===== src/rtl/lab4_pkg.sv =====
// Shared lab4 definitions: ROM geometry, loader state encoding and the ROM golden table.
package lab4_pkg;
  localparam int LAB4_ADDR_W = 4;
  localparam int LAB4_DATA_W = 5;
  localparam int LAB4_DEPTH  = 1 << LAB4_ADDR_W;

  typedef enum logic [1:0] {
    IDLE = 2'd0,
    COPY = 2'd1,
    FIN  = 2'd2
  } loaderState_t;

  // Contents of lab4ROM, address 0 first.
  localparam logic [LAB4_DATA_W-1:0] LAB4_ROM_TABLE [LAB4_DEPTH] = '{
    5'b00000, 5'b00001, 5'b00110, 5'b00111,
    5'b01011, 5'b01100, 5'b01101, 5'b01110,
    5'b11101, 5'b11110, 5'b11111, 5'b10000,
    5'b10111, 5'b11000, 5'b11001, 5'b11010
  };
endpackage


===== src/rtl/lab4_ram16x5.sv =====
// Single-write-port RAM with registered, read-before-write read port and synchronous clear.
module lab4_ram16x5
  import lab4_pkg::*;
#(
  parameter int ADDR_W = LAB4_ADDR_W,
  parameter int DATA_W = LAB4_DATA_W
) (
  input  logic              clk,
  input  logic              rst,
  input  logic              we,
  input  logic [ADDR_W-1:0] wAddr,
  input  logic [DATA_W-1:0] wData,
  input  logic [ADDR_W-1:0] rAddr,
  output logic [DATA_W-1:0] rData
);
  localparam int DEPTH = 1 << ADDR_W;

  logic [DATA_W-1:0] mem [DEPTH];

  // Non-blocking read and write in one block give the old word on a same-address collision.
  always_ff @(posedge clk) begin
    if (rst) begin
      for (int i = 0; i < DEPTH; i++) begin
        mem[i] <= '0;
      end
      rData <= '0;
    end else begin
      rData <= mem[rAddr];
      if (we) begin
        mem[wAddr] <= wData;
      end
    end
  end
endmodule


===== src/rtl/lab4_rom_ram_loader.sv =====
// Copies the 16-word lab4ROM into a local RAM on request, then serves user reads and writes.
module lab4_rom_ram_loader
  import lab4_pkg::*;
#(
  parameter int ADDR_W = LAB4_ADDR_W,
  parameter int DATA_W = LAB4_DATA_W
) (
  input  logic              CLK,
  input  logic              RST,
  input  logic              start,
  output logic [ADDR_W-1:0] romAddr,
  input  logic [DATA_W-1:0] romData,
  input  logic              wrEn,
  input  logic [ADDR_W-1:0] wrAddr,
  input  logic [DATA_W-1:0] wrData,
  input  logic [ADDR_W-1:0] rdAddr,
  output logic [DATA_W-1:0] rdData,
  output logic              busy,
  output logic              done
);
  localparam logic [ADDR_W-1:0] LAST_ADDR = '1;

  loaderState_t      state;
  logic [ADDR_W-1:0] ptr;

  logic              ramWe;
  logic [ADDR_W-1:0] ramAddr;
  logic [DATA_W-1:0] ramData;

  // ptr wraps to 0 after the last word, so it is already 0 whenever the FSM is idle.
  assign romAddr = ptr;

  always_ff @(posedge CLK) begin
    if (RST) begin
      state <= IDLE;
      ptr   <= '0;
      busy  <= 1'b0;
      done  <= 1'b0;
    end else begin
      case (state)
        IDLE: begin
          done <= 1'b0;
          if (start) begin
            state <= COPY;
            ptr   <= '0;
            busy  <= 1'b1;
          end
        end
        COPY: begin
          ptr <= ptr + 1'b1;
          if (ptr == LAST_ADDR) begin
            state <= FIN;
            busy  <= 1'b0;
            done  <= 1'b1;
          end
        end
        FIN: begin
          done <= 1'b0;
          if (start) begin
            state <= COPY;
            ptr   <= '0;
            busy  <= 1'b1;
          end else begin
            state <= IDLE;
          end
        end
        default: begin
          state <= IDLE;
          ptr   <= '0;
          busy  <= 1'b0;
          done  <= 1'b0;
        end
      endcase
    end
  end

  // The copy owns the write port while busy; user writes in that window are simply lost.
  always_comb begin
    ramWe   = 1'b0;
    ramAddr = wrAddr;
    ramData = wrData;
    if (busy) begin
      ramWe   = 1'b1;
      ramAddr = ptr;
      ramData = romData;
    end else if (wrEn) begin
      ramWe   = 1'b1;
    end
  end

  lab4_ram16x5 #(
    .ADDR_W(ADDR_W),
    .DATA_W(DATA_W)
  ) uRam (
    .clk  (CLK),
    .rst  (RST),
    .we   (ramWe),
    .wAddr(ramAddr),
    .wData(ramData),
    .rAddr(rdAddr),
    .rData(rdData)
  );
endmodule


===== config.mk =====
export PLATFORM = sky130hd
export DESIGN_NAME = lab4_rom_ram_loader
export DESIGN_NICKNAME = d
export VERILOG_FILES = /design/src/rtl/lab4_pkg.sv /design/src/rtl/lab4_ram16x5.sv /design/src/rtl/lab4_rom_ram_loader.sv
export SDC_FILE = /design/constraint.sdc
export NUM_CORES = 1
export LEC_CHECK = 0
export ABC_AREA = 1
export CAP_MARGIN = 40
export CORE_MARGIN = 2
export CORE_UTILIZATION = 30
export DETAILED_ROUTE_END_ITERATION = 8
export GPL_TIMING_DRIVEN = 0
export PLACE_DENSITY_LB_ADDON = 0.15
export SLEW_MARGIN = 40
export SYNTH_ARGS = -nofsm -noshare
export SYNTH_HDL_FRONTEND = slang
export SYNTH_SLANG_ARGS = --single-unit

===== constraint.sdc =====
create_clock -name CLK -period 3.69 [get_ports CLK]
set_input_delay 1.107 -clock CLK [delete_from_list [all_inputs] [get_ports CLK]]
set_output_delay 1.107 -clock CLK [all_outputs]
set_load 0.02 [all_outputs]

==> flow_metrics.tcl <==
set metrics [dict create \
    dieArea_sq_um 15700 \
    drive_above_1_share_pct 5.75 \
    yosys-top-cells-count "167 x nand2_1, 89 x nor2_1, 80 x edfxtp_1, 54 x inv_1, 52 x nand3_1" \
    cts_setup_buffers 0 \
    ys_ff_latch 93 \
    grt_overflow 0 \
    portBuffers 30 \
    syn-num-nets 534 \
    rows 44 \
    grt_first_pass_wirelength_um 18600 \
    synthArstFlopShare_pct 0 \
    die_w_um 125 \
    area_growth_syn_to_layout_pct 19.7 \
    ant_nets 0 \
    initial_utilization_pct 30.6 \
    peakVddDrop_v 0.000226 \
    wire_per_inst_um 16.4 \
    slew_violations 0 \
    synthMostInstantiatedCell "nand2_1" \
    setup_viol 0 \
    syn_area_sq_um 4430 \
    worst_pin_slew_ns 0.736 \
    clockBufferDepth 2 \
    path_clk_slew_ns 0.07 \
    crit_path_end_kind "register" \
    via_per_inst 4.67 \
    synth_top_cell_by_area "edfxtp_1" \
    min_path_type "reg2reg" \
    worst_ep_arrival_time_ns 2.89 \
    max_freq_mhz 351 \
    drt-initial-drc-count 178 \
    finalCritPeriodShare_pct 77.1 \
    dr.pass1.iters 4 \
    cap_violations 0 \
    ys_seq_area_share_pct 60.2 \
    dp_hpwl_um 8730 \
    path_class "in2reg" \
    power.leakage_nw 2.24 \
    num_vias 3461 \
    n_antenna_cell 0 \
    core-area_sq_um 14500 \
    fin_nets 575 \
    setup_ws_ns 0.844 \
    place_congestion 0.926 \
    synth_edf_count 80 \
    cts_inserted_buffers 9 \
    hold_viol 0 \
    slowest_stage "nor2_1" \
    post_cts_resize_count 0 \
    yosysWarnings 0 \
    worstPathRequired_ns 3.74 \
    synth_area_leaders "edfxtp_1 54%, nand2_1 14%, nor2_1 7.5%" \
    antenna_found_initial 0 \
    cts.sinks 93 \
    clock_latency_ns 0.36 \
    crit_path_max_incr_delay_ns 0.55 \
    critPathLaunchType "input pin" \
    status "completed" \
    ios 33 \
    avgSynthCellArea_sq_um 8.66 \
    crit_fanout 6 \
    finalWirelength_um 12200 \
    yosys.cell_types.count 21 \
    cts_tree "done" \
    power_mw 2.56 \
    h-tree-depth 3 \
    finalSetupTns_ns 0 \
    hold_buffers 0 \
    fin_cells 741 \
    pre_cts_ws_ns 0.480 \
    cts_root_buf "clkbuf_16" \
    power_density_nw_per_um2 483 \
    crit_chain "clkdlybuf4s50_1, o21ai_0, nor2_1, nand2_1, nand2_1" \
    die_h_um 125 \
    dp_cells 725 \
    synth_top_area_share_pct 54.3 \
    relSlewSlack_pct 49.5 \
    grt_pass1_vias 3394 \
    synth_cells 511 \
    grt_usage_pct 15.9 \
    drc_errors 0 \
    period_needed_ns 2.85 \
    cp_common_cell "nand2_1" \
    rsz0062_at_grt "false" \
    synth_flop_cell "edfxtp_1" \
    fin_worst_skew_ns 0.00591 \
    grt_start_max_net_pins 16 \
]
==> routing by layer <==
layer	global-route usage, %	routed length, um	vias to the layer above
met1	20.6	5560	1652
li1	-	-	1715
met5	0	0	-
met2	25.4	5770	69
met3	3.38	468	25
met4	7.91	357	0
==> cells by family after synthesis <==
family / after synthesis / share of synthesized area, %
multiplexers: 5 / 1.13
AO/OA/AOI/OAI: 18 / 2.21
adder cells (fa/ha/maj): 1 / 0.283
AND/OR/NAND/NOR: 315 / 29.0
buffers and inverters: 79 / 7.18
flip-flops: 93 / 60.2
==> cells in the final DEF (no fill, tap or decap) <==
cell,netlist,routed
o21ai_0,4,4
a221oi_1,1,1
o21ai_1,2,2
buf_6,2,2
buf_2,5,5
inv_2,1,1
nor2_1,89,89
clkdlybuf4s50_1,0,30
mux2i_2,0,1
o21ai_2,1,1
nor3b_4,1,1
mux2i_1,5,4
clkbuf_1,16,16
edfxtp_1,80,80
dfxtp_1,13,13
nand3_1,52,52
a21oi_1,10,10
inv_1,54,54
nand2_1,167,167
clkinvlp_4,0,2
nand2_2,4,4
clkbuf_16,0,9
clkinv_1,1,2
nor3_2,2,2
clkinv_2,0,1
ha_1,1,1
bufinv_16,0,3
==> where the power goes <==
group | leakage, nW | switching [mW] | internal (mW)
logic | 1.14 | 0.201 | 0.0888
clock network | 0.159 | 0.403 | 0.658
registers | 0.934 | 0.0163 | 1.19
==> flip-flops by register name, indices dropped and copies added (netlist names) <==
signal      count
romAddr         4
uRam.mem       80
state           2
busy            1
uRam.rData      5
done            1
==> layout make-up <==
class                      instances  area (sq um)
timing repair buffer              30           300
sequential                        93          2660
clock inverter                     7           114
buffer                            23           108
fill                            1509          9180
inverter                          56           210
tap                              184           230
multi-input combinational        339          1450
clock buffer                       9           225
==> metrics by stage <==
stage                     hold WS, ns  utilization (%)  cell area, sq um
final                           0.453             36.6              5300
after global routing            0.500             36.6              5300
after CTS                       0.452             36.6              5300
after detailed placement        0.441             34.3              4960
after global placement          0.441             34.2              4960
after floorplan                 0.495                -              4430
==> path summary, 6_finish.rpt <==
check,startpoint,end,slack [ns],depth (start not counted)
min,done$_SDFFE_PP0P_,done$_SDFFE_PP0P_,0.45,2
max,wrEn,uRam.mem[0][2]$_SDFFCE_PN0P_,0.84,5
max reg2reg,busy$_SDFFE_PP0P_,uRam.mem[0][2]$_SDFFCE_PN0P_,1.52,8
min reg2reg,done$_SDFFE_PP0P_,done$_SDFFE_PP0P_,0.45,2
==> worst max-delay path, delay by kind of cell <==
| kind | cells | cell delay (ns) |
|---|---|---|
| AND/OR/NAND/NOR | 3 | 1.09 |
| buffers and inverters | 1 | 0.46 |
| AO/OA/AOI/OAI | 1 | 0.23 |
Note: power is estimated with default switching activity, not from simulation.
